<file path="src/rtl/cc_psr_pkg.sv">
// ---------------------------------------------------------------------------
// cc_psr_pkg
// Shared constants for the PSR / branch-condition unit.
//   COND_*      : the 16 SPARC/ARC branch condition encodings
//   ICC_*       : bit positions of N/Z/V/C inside the 4-bit icc field
//   PSR_ICC_LSB : default bit position of C inside the 32-bit PSR word
// ---------------------------------------------------------------------------
package cc_psr_pkg;

    localparam int ICC_WIDTH   = 4;
    localparam int ICC_N       = 3;
    localparam int ICC_Z       = 2;
    localparam int ICC_V       = 1;
    localparam int ICC_C       = 0;
    localparam int PSR_ICC_LSB = 20;

    // Lower half: the base predicates. Upper half: their complements,
    // with "always" being the complement of "never".
    localparam logic [3:0] COND_NEVER  = 4'b0000;
    localparam logic [3:0] COND_E      = 4'b0001;
    localparam logic [3:0] COND_LE     = 4'b0010;
    localparam logic [3:0] COND_L      = 4'b0011;
    localparam logic [3:0] COND_LEU    = 4'b0100;
    localparam logic [3:0] COND_CS     = 4'b0101;
    localparam logic [3:0] COND_NEG    = 4'b0110;
    localparam logic [3:0] COND_VS     = 4'b0111;
    localparam logic [3:0] COND_ALWAYS = 4'b1000;
    localparam logic [3:0] COND_NE     = 4'b1001;
    localparam logic [3:0] COND_G      = 4'b1010;
    localparam logic [3:0] COND_GE     = 4'b1011;
    localparam logic [3:0] COND_GU     = 4'b1100;
    localparam logic [3:0] COND_CC     = 4'b1101;
    localparam logic [3:0] COND_POS    = 4'b1110;
    localparam logic [3:0] COND_VC     = 4'b1111;

endpackage

</file>
<file path="src/rtl/cc_psr_cond_unit_if.sv">
// ---------------------------------------------------------------------------
// cc_psr_cond_unit_if
// Bundles the ALU flag inputs, the PSR bus port and the condition request /
// response handshake of cc_psr_cond_unit.
//   master : the environment (ALU, bus, microsequencer) driving the unit
//   slave  : the cc_psr_cond_unit itself
// ---------------------------------------------------------------------------
interface cc_psr_cond_unit_if #(
    parameter int DATAWIDTH_BUS  = 32,
    parameter int DATAWIDTH_COND = 4
);

    logic                      CC_PSR_overflow_InLow;
    logic                      CC_PSR_carry_InLow;
    logic                      CC_PSR_negative_InLow;
    logic                      CC_PSR_zero_InLow;
    logic                      CC_PSR_SetCode_In;
    logic                      CC_PSR_write_In;
    logic [DATAWIDTH_BUS-1:0]  CC_PSR_data_InBus;
    logic [DATAWIDTH_BUS-1:0]  CC_PSR_data_OutBus;
    logic [DATAWIDTH_COND-1:0] CC_PSR_cond_InBus;
    logic                      CC_PSR_reqValid_In;
    logic                      CC_PSR_reqReady_Out;
    logic                      CC_PSR_respValid_Out;
    logic                      CC_PSR_respReady_In;
    logic                      CC_PSR_taken_Out;
    logic                      CC_PSR_stickyOverflow_Out;

    modport master (
        output CC_PSR_overflow_InLow,
        output CC_PSR_carry_InLow,
        output CC_PSR_negative_InLow,
        output CC_PSR_zero_InLow,
        output CC_PSR_SetCode_In,
        output CC_PSR_write_In,
        output CC_PSR_data_InBus,
        input  CC_PSR_data_OutBus,
        output CC_PSR_cond_InBus,
        output CC_PSR_reqValid_In,
        input  CC_PSR_reqReady_Out,
        input  CC_PSR_respValid_Out,
        output CC_PSR_respReady_In,
        input  CC_PSR_taken_Out,
        input  CC_PSR_stickyOverflow_Out
    );

    modport slave (
        input  CC_PSR_overflow_InLow,
        input  CC_PSR_carry_InLow,
        input  CC_PSR_negative_InLow,
        input  CC_PSR_zero_InLow,
        input  CC_PSR_SetCode_In,
        input  CC_PSR_write_In,
        input  CC_PSR_data_InBus,
        output CC_PSR_data_OutBus,
        input  CC_PSR_cond_InBus,
        input  CC_PSR_reqValid_In,
        output CC_PSR_reqReady_Out,
        output CC_PSR_respValid_Out,
        input  CC_PSR_respReady_In,
        output CC_PSR_taken_Out,
        output CC_PSR_stickyOverflow_Out
    );

endinterface

</file>
<file path="src/rtl/cc_cond_eval.sv">
// ---------------------------------------------------------------------------
// cc_cond_eval
// Combinational branch-condition evaluator.
//   icc_i   : {N,Z,V,C} condition codes
//   cond_i  : 4-bit SPARC/ARC condition field
//   taken_o : 1 when the condition holds for icc_i
// ---------------------------------------------------------------------------
module cc_cond_eval
    import cc_psr_pkg::*;
(
    input  logic [ICC_WIDTH-1:0] icc_i,
    input  logic [3:0]           cond_i,
    output logic                 taken_o
);

    logic n, z, v, c;
    logic basePredicate;

    assign n = icc_i[ICC_N];
    assign z = icc_i[ICC_Z];
    assign v = icc_i[ICC_V];
    assign c = icc_i[ICC_C];

    // Only the low three bits select a predicate; bit 3 inverts it. This
    // covers "always" too, since it is the inverse of "never".
    always_comb begin
        basePredicate = 1'b0;
        case (cond_i[2:0])
            COND_NEVER[2:0]: basePredicate = 1'b0;
            COND_E[2:0]:     basePredicate = z;
            COND_LE[2:0]:    basePredicate = z | (n ^ v);
            COND_L[2:0]:     basePredicate = n ^ v;
            COND_LEU[2:0]:   basePredicate = c | z;
            COND_CS[2:0]:    basePredicate = c;
            COND_NEG[2:0]:   basePredicate = n;
            COND_VS[2:0]:    basePredicate = v;
            default:         basePredicate = 1'b0;
        endcase
    end

    assign taken_o = cond_i[3] ^ basePredicate;

endmodule

</file>
<file path="src/rtl/cc_psr_cond_unit.sv">
// ---------------------------------------------------------------------------
// cc_psr_cond_unit
// Holds the processor status register (only the icc field is implemented),
// captures the ALU's active-low flags on set-code, supports PSR bus writes,
// and answers branch-condition requests through a valid/ready pipe with a
// single response register.
//   CC_PSR_CLOCK_50     : clock, all state on rising edge
//   CC_PSR_RESET_InHigh : synchronous reset, active high
//   bus (slave)         : flags, PSR bus port, request/response handshake
// ---------------------------------------------------------------------------
module cc_psr_cond_unit
    import cc_psr_pkg::*;
#(
    parameter int DATAWIDTH_BUS  = 32,
    parameter int DATAWIDTH_COND = 4,
    parameter int PSR_ICC_LSB    = cc_psr_pkg::PSR_ICC_LSB
)(
    input  logic               CC_PSR_CLOCK_50,
    input  logic               CC_PSR_RESET_InHigh,
    cc_psr_cond_unit_if.slave  bus
);

    logic [ICC_WIDTH-1:0]     icc_q, icc_d;
    logic                     sticky_q, sticky_d;
    logic                     respValid_q, respValid_d;
    logic                     taken_q, taken_d;
    logic                     reqReady;
    logic                     accept;
    logic                     evalTaken;
    logic [DATAWIDTH_BUS-1:0] psrWord;

    // Next icc: a bus write outranks a flag capture; otherwise hold.
    // Requests evaluate against this next value so a flag-setting op and a
    // dependent branch may arrive in the same cycle.
    always_comb begin
        icc_d    = icc_q;
        sticky_d = sticky_q;
        if (bus.CC_PSR_write_In) begin
            icc_d    = bus.CC_PSR_data_InBus[PSR_ICC_LSB +: ICC_WIDTH];
            sticky_d = 1'b0;
        end else if (bus.CC_PSR_SetCode_In) begin
            icc_d    = {~bus.CC_PSR_negative_InLow, ~bus.CC_PSR_zero_InLow,
                        ~bus.CC_PSR_overflow_InLow, ~bus.CC_PSR_carry_InLow};
            sticky_d = sticky_q | ~bus.CC_PSR_overflow_InLow;
        end
    end

    cc_cond_eval u_cond_eval (
        .icc_i   (icc_d),
        .cond_i  (bus.CC_PSR_cond_InBus),
        .taken_o (evalTaken)
    );

    // One response slot: free when empty or being drained this cycle.
    always_comb begin
        reqReady    = ~respValid_q | bus.CC_PSR_respReady_In;
        accept      = bus.CC_PSR_reqValid_In & reqReady;
        respValid_d = respValid_q;
        taken_d     = taken_q;
        if (accept) begin
            respValid_d = 1'b1;
            taken_d     = evalTaken;
        end else if (respValid_q & bus.CC_PSR_respReady_In) begin
            respValid_d = 1'b0;
        end
    end

    always_ff @(posedge CC_PSR_CLOCK_50) begin
        if (CC_PSR_RESET_InHigh) begin
            icc_q       <= '0;
            sticky_q    <= 1'b0;
            respValid_q <= 1'b0;
            taken_q     <= 1'b0;
        end else begin
            icc_q       <= icc_d;
            sticky_q    <= sticky_d;
            respValid_q <= respValid_d;
            taken_q     <= taken_d;
        end
    end

    // All PSR bits outside the icc field read as zero.
    always_comb begin
        psrWord                            = '0;
        psrWord[PSR_ICC_LSB +: ICC_WIDTH]  = icc_q;
    end

    assign bus.CC_PSR_data_OutBus        = psrWord;
    assign bus.CC_PSR_reqReady_Out       = reqReady;
    assign bus.CC_PSR_respValid_Out      = respValid_q;
    assign bus.CC_PSR_taken_Out          = taken_q;
    assign bus.CC_PSR_stickyOverflow_Out = sticky_q;

endmodule
</file>
<file path="src/flat_wrapper.sv">
// flat-port wrapper written by rule: the top's interface ports become plain ports
module cc_psr_cond_unit_flat import cc_psr_pkg::*;
#(
    parameter int DATAWIDTH_BUS  = 32,
    parameter int DATAWIDTH_COND = 4,
    parameter int PSR_ICC_LSB    = cc_psr_pkg::PSR_ICC_LSB
)
  (CC_PSR_CLOCK_50, CC_PSR_RESET_InHigh, bus_CC_PSR_overflow_InLow, bus_CC_PSR_carry_InLow, bus_CC_PSR_negative_InLow, bus_CC_PSR_zero_InLow, bus_CC_PSR_SetCode_In, bus_CC_PSR_write_In, bus_CC_PSR_data_InBus, bus_CC_PSR_data_OutBus, bus_CC_PSR_cond_InBus, bus_CC_PSR_reqValid_In, bus_CC_PSR_reqReady_Out, bus_CC_PSR_respValid_Out, bus_CC_PSR_respReady_In, bus_CC_PSR_taken_Out, bus_CC_PSR_stickyOverflow_Out);
  cc_psr_cond_unit_if #(.DATAWIDTH_BUS(DATAWIDTH_BUS), .DATAWIDTH_COND(DATAWIDTH_COND)) bus_i ();
  input  logic CC_PSR_CLOCK_50;
  input  logic CC_PSR_RESET_InHigh;
  input wire logic [$bits(bus_i.CC_PSR_overflow_InLow)-1:0] bus_CC_PSR_overflow_InLow;
  input wire logic [$bits(bus_i.CC_PSR_carry_InLow)-1:0] bus_CC_PSR_carry_InLow;
  input wire logic [$bits(bus_i.CC_PSR_negative_InLow)-1:0] bus_CC_PSR_negative_InLow;
  input wire logic [$bits(bus_i.CC_PSR_zero_InLow)-1:0] bus_CC_PSR_zero_InLow;
  input wire logic [$bits(bus_i.CC_PSR_SetCode_In)-1:0] bus_CC_PSR_SetCode_In;
  input wire logic [$bits(bus_i.CC_PSR_write_In)-1:0] bus_CC_PSR_write_In;
  input wire logic [$bits(bus_i.CC_PSR_data_InBus)-1:0] bus_CC_PSR_data_InBus;
  output wire logic [$bits(bus_i.CC_PSR_data_OutBus)-1:0] bus_CC_PSR_data_OutBus;
  input wire logic [$bits(bus_i.CC_PSR_cond_InBus)-1:0] bus_CC_PSR_cond_InBus;
  input wire logic [$bits(bus_i.CC_PSR_reqValid_In)-1:0] bus_CC_PSR_reqValid_In;
  output wire logic [$bits(bus_i.CC_PSR_reqReady_Out)-1:0] bus_CC_PSR_reqReady_Out;
  output wire logic [$bits(bus_i.CC_PSR_respValid_Out)-1:0] bus_CC_PSR_respValid_Out;
  input wire logic [$bits(bus_i.CC_PSR_respReady_In)-1:0] bus_CC_PSR_respReady_In;
  output wire logic [$bits(bus_i.CC_PSR_taken_Out)-1:0] bus_CC_PSR_taken_Out;
  output wire logic [$bits(bus_i.CC_PSR_stickyOverflow_Out)-1:0] bus_CC_PSR_stickyOverflow_Out;
  assign bus_i.CC_PSR_overflow_InLow = bus_CC_PSR_overflow_InLow;
  assign bus_i.CC_PSR_carry_InLow = bus_CC_PSR_carry_InLow;
  assign bus_i.CC_PSR_negative_InLow = bus_CC_PSR_negative_InLow;
  assign bus_i.CC_PSR_zero_InLow = bus_CC_PSR_zero_InLow;
  assign bus_i.CC_PSR_SetCode_In = bus_CC_PSR_SetCode_In;
  assign bus_i.CC_PSR_write_In = bus_CC_PSR_write_In;
  assign bus_i.CC_PSR_data_InBus = bus_CC_PSR_data_InBus;
  assign bus_CC_PSR_data_OutBus = bus_i.CC_PSR_data_OutBus;
  assign bus_i.CC_PSR_cond_InBus = bus_CC_PSR_cond_InBus;
  assign bus_i.CC_PSR_reqValid_In = bus_CC_PSR_reqValid_In;
  assign bus_CC_PSR_reqReady_Out = bus_i.CC_PSR_reqReady_Out;
  assign bus_CC_PSR_respValid_Out = bus_i.CC_PSR_respValid_Out;
  assign bus_i.CC_PSR_respReady_In = bus_CC_PSR_respReady_In;
  assign bus_CC_PSR_taken_Out = bus_i.CC_PSR_taken_Out;
  assign bus_CC_PSR_stickyOverflow_Out = bus_i.CC_PSR_stickyOverflow_Out;
  cc_psr_cond_unit #(.DATAWIDTH_BUS(DATAWIDTH_BUS), .DATAWIDTH_COND(DATAWIDTH_COND), .PSR_ICC_LSB(PSR_ICC_LSB)) u_core (.CC_PSR_CLOCK_50(CC_PSR_CLOCK_50), .CC_PSR_RESET_InHigh(CC_PSR_RESET_InHigh), .bus(bus_i));
endmodule
</file>
<file path="config.mk">
export PLATFORM = sky130hd
export DESIGN_NAME = cc_psr_cond_unit_flat
export DESIGN_NICKNAME = d
export VERILOG_FILES = /design/src/rtl/cc_psr_pkg.sv /design/src/rtl/cc_psr_cond_unit_if.sv /design/src/rtl/cc_cond_eval.sv /design/src/rtl/cc_psr_cond_unit.sv /design/src/flat_wrapper.sv
export SDC_FILE = /design/constraint.sdc
export NUM_CORES = 1
export LEC_CHECK = 0
export CAP_MARGIN = 20
export CORE_MARGIN = 2
export CORE_UTILIZATION = 26
export DETAILED_ROUTE_END_ITERATION = 7
export GPL_ROUTABILITY_DRIVEN = 0
export MAX_ROUTING_LAYER = met4
export PLACE_DENSITY = 0.8
export SLEW_MARGIN = 30
export SYNTH_ARGS = -nofsm -noshare
export SYNTH_HDL_FRONTEND = slang
export SYNTH_SLANG_ARGS = --single-unit
</file>
<file path="constraint.sdc">
create_clock -name CC_PSR_CLOCK_50 -period 2.05 [get_ports CC_PSR_CLOCK_50]
set_input_delay 0.3075 -clock CC_PSR_CLOCK_50 [delete_from_list [all_inputs] [get_ports CC_PSR_CLOCK_50]]
set_output_delay 0.3075 -clock CC_PSR_CLOCK_50 [all_outputs]
set_load 0.1 [all_outputs]
</file>
==> results_dict.tcl <==
set metrics [dict create \
    ir_drop_mv 0.395 \
    cts_root_buf "clkbuf_4" \
    yosysTopAreaCell "buf_4" \
    wl_per_cell_um 9.54 \
    die_w_um 54.6 \
    grt_pass1_wl_um 1880 \
    maxCapViolCount 0 \
    cts_tree "yes" \
    drt_iter0_markers 5 \
    ys_seq_area_frac 0.210 \
    netlist_area_um2 667 \
    synthCells 82 \
    fp-row-count 18 \
    finalClockSkew_ns 0.00447 \
    io_pins 82 \
    viasPerCell 3.87 \
    first_pass_iters 4 \
    min_period_over_period 0.924 \
    path_max_fanout 2 \
    port_buffers 25 \
    core_area_mm2 0.00245 \
    die_area_mm2 0.00299 \
    setup_viol 0 \
    h-tree-depth 1 \
    reg2reg_slack_ns 0.43 \
    antenna_found_initial 0 \
    cts_sinks 7 \
    layout-drive-gt1-share 0.259 \
    clock_latency_ns 0.25 \
    rsz0062_at_grt "false" \
    layout_commonest_cell "conb_1" \
    ys_top_cells_by_area "buf_4, dfxtp_1, nand2b_1" \
    critPathKind "in2reg" \
    outcome "completed" \
    detail-route-antenna-nets 0 \
    gr-total-overflow 0 \
    clock.fmax_ghz 0.528 \
    start_util 0.272 \
    drc 0 \
    hold_viol 0 \
    grt_usage 0.0937 \
    final_cell_mix "conb_1, clkdlybuf4s50_1, buf_4, nor2_1" \
    min_path_type "reg2reg" \
    worst_slack_ns 0.156 \
    clockBufferDepth 2 \
    cts_buffers 3 \
    antennaDiodeCount 0 \
    fin_nets 163 \
    synth_top_area_frac 0.315 \
    pre_cts_ws_ns -0.165 \
    die_y_um 54.6 \
    area_delta_synth_final_pct 38.6 \
    power_per_cell_area_mw_per_mm2 769 \
    clk_transition_reported_paths_ns 0.06 \
    synth_area_per_cell_um2 8.13 \
    hold_buffers 0 \
    leakage_nw 0.468 \
    via_count 565 \
    ys_types 27 \
    end_kind "flip-flop" \
    dp_hpwl_um 1170 \
    cp-start-kind "input port" \
    arrival_ns 2.06 \
    grt_max_degree 11 \
    maxSlewViolCount 0 \
    wirelength_um 1390 \
    finalPower_w 0.000711 \
    synth_warnings 0 \
    finalCriticalPeriod_ns 1.89 \
    cp.required_ns 2.21 \
    ys_ff_latch 7 \
    grt_pass1_vias 450 \
]
==> worst paths after layout <==
check                                                      end  cells after the start                                              start
max                   u_core.bus.CC_PSR_taken_Out$_SDFFE_PP0P_                      7                          bus_CC_PSR_overflow_InLow
min          u_core.bus.CC_PSR_stickyOverflow_Out$_SDFFE_PP0P_                      2  u_core.bus.CC_PSR_stickyOverflow_Out$_SDFFE_PP0P_
max reg2reg           u_core.bus.CC_PSR_taken_Out$_SDFFE_PP0P_                      6                         u_core.icc_q[3]$_SDFF_PP0_
min reg2reg  u_core.bus.CC_PSR_stickyOverflow_Out$_SDFFE_PP0P_                      2  u_core.bus.CC_PSR_stickyOverflow_Out$_SDFFE_PP0P_
==> power breakdown <==
group	switching, W	internal (W)
combinational	0.000344	0.0000861
clock	0.0000536	0.0000745
sequential	0.00000609	0.000147
==> synthesized netlist by cell type <==
library cell / n
nand2b_1: 5
o31a_1: 1
mux2_2: 1
nor2b_2: 1
o21ai_2: 1
and2b_1: 2
o41ai_2: 1
dfxtp_1: 7
o31ai_2: 2
nor2_1: 6
a211o_1: 1
nor2b_1: 3
buf_2: 1
mux4_2: 1
o211a_1: 2
conb_1: 1
and2_1: 1
inv_1: 4
buf_4: 28
o31ai_1: 1
nor3_1: 1
xor2_1: 1
nand3b_1: 1
and3_1: 1
clkbuf_1: 1
nand2_1: 4
a21oi_1: 3
==> stage by stage <==
| stage | std cells | hold slack (ns) | util | TNS (ns) | area, um^2 |
|---|---|---|---|---|---|
| global route | 146 | 0.537 | 0.377 | 0 | 925 |
| CTS | 146 | 0.506 | 0.376 | 0 | 922 |
| finish | 146 | 0.504 | 0.377 | 0 | 925 |
| floorplan | 109 | 0.437 | - | 0 | 774 |
| global placement | 142 | 0.485 | 0.365 | -0.146 | 896 |
| detailed placement | 142 | 0.493 | 0.365 | -0.165 | 896 |
==> what timing repair did <==
action	4_1_cts	5_1_grt
setup endpoints to repair	0	1
buffers inserted	0	0
resized for setup	0	1
==> registers in the layout, indices dropped and copies added (netlist names) <==
signal / count
u_core.icc_q: 4
u_core.bus.CC_PSR_respValid_Out: 1
u_core.bus.CC_PSR_stickyOverflow_Out: 1
u_core.bus.CC_PSR_taken_Out: 1
==> cell type report <==
| class | count | area (um^2) |
|---|---|---|
| clock buffer | 4 | 26.3 |
| tap | 30 | 37.5 |
| multi-input combinational | 68 | 397 |
| fill | 253 | 1530 |
| inverter | 4 | 15.0 |
| sequential | 7 | 144 |
| timing repair buffer | 33 | 305 |
==> metal layers <==
layer | vias to the layer above | global-route usage | part of all wire
met1 | 258 | 0.100 | 0.40
met4 | 0 | 0.0500 | 0
li1 | 280 | - | -
met3 | 0 | 0.0246 | 0.070
met5 | - | - | 0
met2 | 27 | 0.157 | 0.52
==> cells by family after synthesis <==
| kind of cell | share of synthesized area |
|---|---|
| multiplexers | 0.0507 |
| flip-flops | 0.210 |
| XOR/XNOR | 0.0131 |
| AO/OA/AOI/OAI | 0.165 |
| buffers and inverters | 0.351 |
| AND/OR/NAND/NOR | 0.205 |
| other | 0.00562 |
==> critical path: stages <==
cell and delay [ns]:
clkdlybuf4s50_1 0.47, and2b_1 0.21, o31ai_2 0.29, xor2_1 0.11
a211o_1 0.32, and3_1 0.18, o41ai_2 0.17
(Power assumes the default switching activity.)
==> variant: new RTL, same settings <==
Make the reset (`CC_PSR_RESET_InHigh`) asynchronous in one clocked block. Comments in the files are not updated.
--- a/src/rtl/cc_psr_cond_unit.sv
+++ b/src/rtl/cc_psr_cond_unit.sv
@@ -67,3 +67,3 @@
 
-    always_ff @(posedge CC_PSR_CLOCK_50) begin
+    always_ff @(posedge CC_PSR_CLOCK_50 or posedge CC_PSR_RESET_InHigh) begin
         if (CC_PSR_RESET_InHigh) begin
Formal check against the unedited RTL: differs if CC_PSR_RESET_InHigh is asserted again (counterexample within 4 cycles, from zero or initial values and one cycle with CC_PSR_RESET_InHigh high); with CC_PSR_RESET_InHigh held inactive, the same outputs for 10 cycles.
==> variant against the unedited design <==
Utilization decreased by 1.8 points; total power increased by 11%; final cell count increased by 1.4%; clock skew increased by 0.0013 ns; design area increased by 8.0%; sequential cell count unchanged; register-to-register slack got worse by 0.10 ns; synthesized cell count increased by 3.7%; critical path depth increased by 2; routed wire length increased by 17%; area after synthesis increased by 15%; setup slack improved by 0.0044 ns.
==> variant: results (changes against the unedited design) <==
swShare_pct: 58.8  # was 56.8%
synth_xor_xnor_area_share_pct: 0  # was 1.31%
hold_path.class: "in2async"  # was reg2reg
grtUsageTotal_pct: 9.92  # was 9.37%
grt_pass1_vias: 540  # was 450
peakVddDrop_mv: 0.353  # was 0.395 mV
met3_usage_pct: 2.90  # was 2.46%
power.leakage_nw: 0.472  # was 0.468 nW
grt_first_pass_wirelength_um: 2460  # was 1880 um
clock_skew_ns: 0.00573  # was 0.00447 ns
nonClockInverterCount: 8  # was 4
grtUsageMet1_pct: 11.3  # was 10.0%
multi_input_area_share_pct: 44.7  # was 42.9%
post_cts_resized: 1  # was 0
yosysSeqAreaShare_pct: 22.9  # was 21.0%
ys.flop_type: "dfrtp_1"  # was dfxtp_1
register_area_um2: 178  # was 144 um^2
status: "finished, final reports clean"  # unchanged
synth_async_sr_flop_share_pct: 100  # was 0%
holdWs_ns: 0.282  # was 0.504 ns
reg2reg_setup_slack_ns: 0.33  # was 0.43 ns
grt_use_met2_pct: 15.9  # was 15.7%
nNetsFinal: 164  # was 163
dr_wl_met2_um: 864  # was 730 um
synth_area_leaders: "buf_4 (28%), dfrtp_1 (23%), nand2b_1 (6.5%)"  # was buf_4 (32%), dfxtp_1 (21%), nand2b_1 (4.7%)
dp.cells: 144  # was 142
pre_cts_ws_ns: -0.242  # was -0.165 ns
synthesis.instances: 85  # was 82
synth_compound_area_share_pct: 22.2  # was 16.5%
final_cell_area_um2: 998  # was 925 um^2
place_area_um2: 973  # was 896 um^2
nNonClkBuffers: 30  # was 33
synth_cell_type_count: 25  # was 27
signal_buffer_area_fraction_pct: 27.9  # was 33.0%
m1WireLength_um: 639  # was 564 um
top_layer: "met4"  # was met3
synthMuxAreaShare_pct: 1.31  # was 5.07%
met3_length_um: 121  # was 97 um
finalWirelength_um: 1640  # was 1390 um
drt-initial-drc-count: 35  # was 5
post_drt_via_cell_ratio: 4.20  # was 3.87
## variant: path summary, 6_finish.rpt
kind | from | end | depth (start not counted)
max in group asynchronous | CC_PSR_RESET_InHigh | u_core.icc_q[2]$_DFF_PP0_ | 2
worst min-delay path | CC_PSR_RESET_InHigh | u_core.icc_q[3]$_DFF_PP0_ | 2
worst max-delay path | bus_CC_PSR_write_In | u_core.bus.CC_PSR_taken_Out$_DFFE_PP0P_ | 9
worst min register to register | u_core.bus.CC_PSR_taken_Out$_DFFE_PP0P_ | u_core.bus.CC_PSR_taken_Out$_DFFE_PP0P_ | 2
worst max register to register | u_core.icc_q[1]$_DFF_PP0_ | u_core.bus.CC_PSR_taken_Out$_DFFE_PP0P_ | 6
min in group CC_PSR_CLOCK_50 | u_core.bus.CC_PSR_taken_Out$_DFFE_PP0P_ | u_core.bus.CC_PSR_taken_Out$_DFFE_PP0P_ | 2
